## src/rtl/mem_stage_unit_pkg.sv

```systemverilog
// Shared definitions for the MEM stage and neighbouring pipeline stages.
// Contents:
//   mem_state_e      - memory-access FSM encoding (IDLE/REQ/DONE)
//   TIMEOUT_DEFAULT  - default number of REQ cycles to wait for dm_ack
//   CNT_W_DEFAULT    - default width of the ack-timeout counter
package mem_stage_unit_pkg;

    typedef enum logic [1:0] {
        ST_IDLE = 2'd0,
        ST_REQ  = 2'd1,
        ST_DONE = 2'd2
    } mem_state_e;

    localparam int TIMEOUT_DEFAULT = 15;
    localparam int CNT_W_DEFAULT   = 4;

endpackage

```

## src/rtl/mem_stage_unit_mem_wb.sv

```systemverilog
// MEM/WB pipeline register with bubble insertion.
// Ports:
//   clk_i, rst_ni   - clock and asynchronous active-low clear
//   stall_i         - 1: insert a bubble (write enables cleared, data held)
//   wreg_i, m2reg_i - control bits to capture when not stalled
//   alu_i, mo_i     - ALU result and load data to capture
//   rn_i            - destination register number
//   *_o             - registered copies feeding writeback
module mem_wb_register (
    input  logic        clk_i,
    input  logic        rst_ni,
    input  logic        stall_i,
    input  logic        wreg_i,
    input  logic        m2reg_i,
    input  logic [31:0] alu_i,
    input  logic [31:0] mo_i,
    input  logic [4:0]  rn_i,
    output logic        wreg_o,
    output logic        m2reg_o,
    output logic [31:0] alu_o,
    output logic [31:0] mo_o,
    output logic [4:0]  rn_o
);

    always_ff @(posedge clk_i or negedge rst_ni) begin
        if (!rst_ni) begin
            wreg_o  <= 1'b0;
            m2reg_o <= 1'b0;
            alu_o   <= '0;
            mo_o    <= '0;
            rn_o    <= '0;
        end else if (stall_i) begin
            // Bubble: nothing may reach the register file; data fields hold.
            wreg_o  <= 1'b0;
            m2reg_o <= 1'b0;
        end else begin
            wreg_o  <= wreg_i;
            m2reg_o <= m2reg_i;
            alu_o   <= alu_i;
            mo_o    <= mo_i;
            rn_o    <= rn_i;
        end
    end

endmodule

```

## src/rtl/mem_stage_unit.sv

```systemverilog
// MEM pipeline stage: performs the data-memory access for loads/stores
// over a req/ack bus, stalls the pipeline while the access is in flight,
// and feeds the MEM/WB register.
// Ports:
//   clk, clrn                     - clock, asynchronous active-low reset
//   mem_wreg/m2reg/wmem/alu/b/rn  - EXE/MEM register contents (held while stalled)
//   dm_req/we/addr/wdata          - registered memory request, held until ack
//   dm_ack, dm_rdata              - single-cycle completion and read data
//   mem_stall                     - freezes the front of the pipeline
//   mem_align_err                 - pulse: misaligned access suppressed
//   mem_bus_err                   - pulse: no ack within TIMEOUT REQ cycles
//   wb_*                          - MEM/WB register outputs
//   dbg_state_o                   - current FSM state
//
// Handshake: dm_req rises when a request is launched and stays high, with
// dm_we/dm_addr/dm_wdata stable, until the cycle in which dm_ack is sampled
// high (or the timeout fires). dm_ack is honoured only in REQ; dm_rdata is
// sampled only together with dm_ack.
module mem_stage_unit
    import mem_stage_unit_pkg::*;
#(
    parameter int TIMEOUT = TIMEOUT_DEFAULT,
    parameter int CNT_W   = CNT_W_DEFAULT
) (
    input  logic        clk,
    input  logic        clrn,
    input  logic        mem_wreg,
    input  logic        mem_m2reg,
    input  logic        mem_wmem,
    input  logic [31:0] mem_alu,
    input  logic [31:0] mem_b,
    input  logic [4:0]  mem_rn,
    output logic        dm_req,
    output logic        dm_we,
    output logic [31:0] dm_addr,
    output logic [31:0] dm_wdata,
    input  logic        dm_ack,
    input  logic [31:0] dm_rdata,
    output logic        mem_stall,
    output logic        mem_align_err,
    output logic        mem_bus_err,
    output logic        wb_wreg,
    output logic        wb_m2reg,
    output logic [31:0] wb_alu,
    output logic [31:0] wb_mo,
    output logic [4:0]  wb_rn,
    output mem_state_e  dbg_state_o
);

    localparam logic [CNT_W-1:0] TIMEOUT_C = CNT_W'(TIMEOUT);

    mem_state_e       state_q, state_d;
    logic [CNT_W-1:0] cnt_q, cnt_inc;
    logic             dm_req_q, dm_we_q, bus_err_q, failed_q;
    logic [31:0]      dm_addr_q, dm_wdata_q, hold_q;
    logic             is_mem, access, misaligned, timeout_hit;
    logic             wb_wreg_d;
    logic [31:0]      wb_mo_d;

    assign is_mem     = mem_m2reg | mem_wmem;
    assign access     = is_mem & (mem_alu[1:0] == 2'b00);
    assign misaligned = is_mem & (mem_alu[1:0] != 2'b00);
    assign cnt_inc    = cnt_q + 1'b1;
    // An ack in the same cycle as the final count wins over the timeout.
    assign timeout_hit = ~dm_ack & (cnt_inc == TIMEOUT_C);

    // State register
    always_ff @(posedge clk or negedge clrn) begin
        if (!clrn) state_q <= ST_IDLE;
        else       state_q <= state_d;
    end

    // Next-state logic
    always_comb begin
        state_d = state_q;
        case (state_q)
            ST_IDLE: if (access) state_d = ST_REQ;
            ST_REQ:  if (dm_ack || timeout_hit) state_d = ST_DONE;
            ST_DONE: state_d = ST_IDLE;  // never relaunch for the same instruction
            default: state_d = ST_IDLE;
        endcase
    end

    // Output logic; gated by clrn so a reset releases the pipeline at once.
    always_comb begin
        mem_stall     = 1'b0;
        mem_align_err = 1'b0;
        case (state_q)
            ST_IDLE: begin
                mem_stall     = clrn & access;
                mem_align_err = clrn & misaligned;
            end
            ST_REQ:  mem_stall = clrn;
            default: ;
        endcase
    end

    // Bus driver, timeout counter and read-data holding register
    always_ff @(posedge clk or negedge clrn) begin
        if (!clrn) begin
            dm_req_q   <= 1'b0;
            dm_we_q    <= 1'b0;
            dm_addr_q  <= '0;
            dm_wdata_q <= '0;
            cnt_q      <= '0;
            hold_q     <= '0;
            failed_q   <= 1'b0;
            bus_err_q  <= 1'b0;
        end else begin
            bus_err_q <= 1'b0;
            case (state_q)
                ST_IDLE: begin
                    if (access) begin
                        dm_req_q   <= 1'b1;
                        dm_we_q    <= mem_wmem;
                        dm_addr_q  <= {mem_alu[31:2], 2'b00};
                        dm_wdata_q <= mem_b;
                        cnt_q      <= '0;
                        hold_q     <= '0;
                        failed_q   <= 1'b0;
                    end
                end
                ST_REQ: begin
                    if (dm_ack) begin
                        dm_req_q <= 1'b0;
                        if (!dm_we_q) hold_q <= dm_rdata;
                    end else if (timeout_hit) begin
                        dm_req_q  <= 1'b0;
                        bus_err_q <= 1'b1;
                        hold_q    <= '0;
                        failed_q  <= 1'b1;
                    end else begin
                        cnt_q <= cnt_inc;
                    end
                end
                default: ;
            endcase
        end
    end

    assign dm_req      = dm_req_q;
    assign dm_we       = dm_we_q;
    assign dm_addr     = dm_addr_q;
    assign dm_wdata    = dm_wdata_q;
    assign mem_bus_err = bus_err_q;
    assign dbg_state_o = state_q;

    // Register write is suppressed for a misaligned access or a timed-out load.
    assign wb_wreg_d = mem_wreg & ~misaligned
                     & ~((state_q == ST_DONE) & failed_q & mem_m2reg);
    assign wb_mo_d   = ((state_q == ST_DONE) && mem_m2reg) ? hold_q : 32'h0;

    mem_wb_register u_mem_wb (
        .clk_i   (clk),
        .rst_ni  (clrn),
        .stall_i (mem_stall),
        .wreg_i  (wb_wreg_d),
        .m2reg_i (mem_m2reg),
        .alu_i   (mem_alu),
        .mo_i    (wb_mo_d),
        .rn_i    (mem_rn),
        .wreg_o  (wb_wreg),
        .m2reg_o (wb_m2reg),
        .alu_o   (wb_alu),
        .mo_o    (wb_mo),
        .rn_o    (wb_rn)
    );

endmodule

```

## config.mk

```make
export PLATFORM = sky130hd
export DESIGN_NAME = mem_stage_unit
export DESIGN_NICKNAME = d
export VERILOG_FILES = /design/src/rtl/mem_stage_unit_pkg.sv /design/src/rtl/mem_stage_unit_mem_wb.sv /design/src/rtl/mem_stage_unit.sv
export SDC_FILE = /design/constraint.sdc
export NUM_CORES = 1
export LEC_CHECK = 0
export ABC_AREA = 1
export CORE_ASPECT_RATIO = 1.75
export CORE_UTILIZATION = 30
export DETAILED_ROUTE_END_ITERATION = 7
export PLACE_DENSITY = 0.57
export SYNTH_ARGS = -nofsm -noshare
export SYNTH_HDL_FRONTEND = slang
export SYNTH_SLANG_ARGS = --single-unit
```

## constraint.sdc

```tcl
create_clock -name clk -period 1.96 [get_ports clk]
set_input_delay 0.294 -clock clk [delete_from_list [all_inputs] [get_ports clk]]
set_output_delay 0.294 -clock clk [all_outputs]
set_load 0.01 [all_outputs]
```

==> metrics.cfg <==
[worst_setup_path]
r2r_slack_ns=0.27
arrival_ns=1.58
startpoint=mem_m2reg
r2r_start=cnt_q[0]$_DFFE_PN0P_
critical_path_required_ns=1.67
worstSetupEndpoint=mem_align_err
rr_endpoint=hold_q[3]$_DFFE_PN0P_
critPathLaunchType=input port
cp_max_fo=2
path_class=in2out
worstRegToRegCells=10
slowest_delay_ns=0.46
path_cells=clkdlybuf4s50_1 > inv_1 > nand2_1 > buf_4 > o21ai_0 > nor2_1 > clkdlybuf4s15_1
cp_slowest_cell=clkdlybuf4s50_1
endpoint_kind=output pin

[clock_tree]
clk_latency_ns=0.43
cts_max_path_buffers=2
cts_setup_buffers=0
path_clk_slew_ns=0.07
cts_root_buf=clkbuf_16
clock-sinks=175
cts_tree=done
htree_levels=4
cts_buffers=17

[pwr]
power_leakage_uw=0.00516
p_per_area_nw_per_um2=1030
vdd_drop_max_v=0.000509

[sta]
fin_ws_ns=0.0871
rsz0062_at_grt=no
hold_viol=0
setup_tns_ns=0
slew_violations=0
max_freq_mhz=534
fin_skew_ns=0.00843
fin_crit_sh_pct=95.6
max_slew_margin_pct=53.6
final.min_clock_period_ns=1.87
worst_pin_slew_ns=0.697
setup_viol=0

[detailed_routing]
ant_nets=0
drcViolationCount=0
firstDrtPassIters=4
wl_mm=21.5
viasPerCell=4.39
drt_iter0_markers=368
dr_total_vias=6057
wl_per_cell_um=15.6

[yosys]
synthesis.area_sq_um=7050
synthArstFlopShare_pct=100
syn_inst=816
synth_seq_area_share_pct=62.1
yosys_most_used_dff=dfrtp_1
synth_edf_count=0
synth_cell_types=20
ys_ff_latch=175
avgSynthCellArea_sq_um=8.64
synth-warning-count=0

[global_route]
met2_usage_pct=33.1
grtUsageTotal_pct=18.2
grt_antenna_before_repair=2
grt_pass1_vias=6057
grt_use_met3_pct=3.12
grt_max_degree=132
grt_use_met1_pct=19.7
top_usage_layer=met2
grt_overflow=0
grt_pass1_wl_mm=33.1

[placed_design]
dp.cells=1344
place_ws_ns=-0.276
postPlaceCellArea_sq_um=9990
port_buffers=246
place_congestion=0.825
dp_hpwl_mm=15.4

[cells_and_area]
postLayoutCellArea_sq_um=10600
fill_cells=2216
multiInputGateArea_sq_um=2300
final_net_count=1173
utilization_pct=46.3
final_cells=1379
drive_gt1_share_pct=6.87
register_area_sq_um=4380
syn2layout_area_growth_pct=50.6

[floorplanning]
io_pins=249
start_util_pct=30.7
coreArea_sq_um=22900
fp.dieArea_sq_um=24100
num_rows=73
fp.dieW_um=118
die_h_um=205

[outcome]
status=finished, final reports clean

[hold_path]
hp-class=in2async

[flow_run]
maxCapViolCount=0

-- worst max-delay path: cells and delay by family --
family                 cells  cell delay [ns]
AND/OR/NAND/NOR            2             0.28
buffers and inverters      4             0.91
AO/OA/AOI/OAI              1             0.10
-- cell type report --
class | instances | area share (%)
timing repair buffer | 277 | 26.2
inverter | 44 | 1.57
antenna | 2 | 0.0471
clock buffer | 18 | 4.14
sequential | 175 | 41.3
tap | 300 | 3.54
multi-input combinational | 549 | 21.7
clock inverter | 14 | 1.57
-- Yosys cell counts, types with 2 or more instances --
library cell    n  area share [%]
buf_4          11             1.2
buf_2          10            0.71
clkbuf_1       24             1.3
dfrtp_1       175              62
inv_1          42             2.2
nor2_1         42             2.2
nand4_1        33             2.9
buf_1           4            0.21
o21ai_0        46             3.3
nand3_1         6            0.43
inv_2           2            0.11
ha_1            2            0.35
a21oi_1         2            0.14
nand2_1       393              21
o21ai_1        19             1.3
-- flip-flops by register name, indices dropped and copies added (netlist names) --
name and cells:
dm_wdata 32, hold_q 32, u_mem_wb.alu_o 32, u_mem_wb.mo_o 32, dm_addr 30, u_mem_wb.rn_o 5
cnt_q 4, dbg_state_o 2, dm_req 1, dm_we 1, failed_q 1, mem_bus_err 1
u_mem_wb.m2reg_o 1, u_mem_wb.wreg_o 1
-- stage by stage --
stage | power, uW | hold slack [ns]
floorplan | 5680 | -0.00159
global placement | 7490 | 0.117
detailed placement | 7510 | 0.118
CTS | 11000 | 0.217
global route | 11400 | 0.238
finish | 10900 | 0.236
-- cell families (layout without fill, tap and decap cells) --
group / count (synthesis) / count (layout) / share of synthesized area [%]
adders and majority gates: 2 / 2 / 0.355
AOI/OAI and AO/OA: 68 / 68 / 4.99
other: 1 / 4 / 0.0532
and+or+nand+nor: 477 / 477 / 26.8
buffers and inverters: 93 / 353 / 5.72
DFF: 175 / 175 / 62.1
-- repair_timing --
item,in CTS,in global routing
gates resized for setup,5,2
pin swaps,0,1
setup endpoints to repair,2,13
hold buffers,1,0
endpoints found under the hold margin,6,0
-- layer usage --
metal | vias to the layer above | part of all wire, %
met3 | 40 | 3.5
met4 | 0 | 4.3
met2 | 171 | 53
li1 | 3025 | -
met5 | - | 0
met1 | 2821 | 39
-- cells in the final DEF, fill, tap and decap left out, types with 3 or more instances in the layout --
cell	netlist	layout
clkbuf_16	0	17
nand2_1	393	391
buf_12	0	7
inv_1	42	42
o21ai_0	46	46
bufinv_16	0	3
nand3_1	6	5
o21ai_1	19	19
buf_4	11	23
clkinvlp_4	0	4
nand4_1	33	33
nor2_1	42	40
dfrtp_1	175	175
nand2_2	1	3
clkdlybuf4s50_1	0	243
clkinv_2	0	5
nor2_2	1	3
-- report_power, final --
part           internal, uW  switching (uW)  total (uW)
clock network          2040            1450        3490
logic                  1470            1380        2850
registers              4220             339        4560
total                  7730            3170       10900
-- how the worst min path moves through the flow --
stage               cells after the start  slack, ns                             end
floorplan                               0     -0.002            cnt_q[0]$_DFFE_PN0P_
global placement                        1       0.12  u_mem_wb.alu_o[20]$_DFFE_PN0N_
detailed placement                      1       0.12  u_mem_wb.alu_o[20]$_DFFE_PN0N_
CTS                                     2       0.22  u_mem_wb.alu_o[20]$_DFFE_PN0N_
global route                            2       0.24  u_mem_wb.alu_o[20]$_DFFE_PN0N_
finish                                  2       0.24  u_mem_wb.alu_o[20]$_DFFE_PN0N_
No activity file was read; power rests on OpenSTA's default activity.
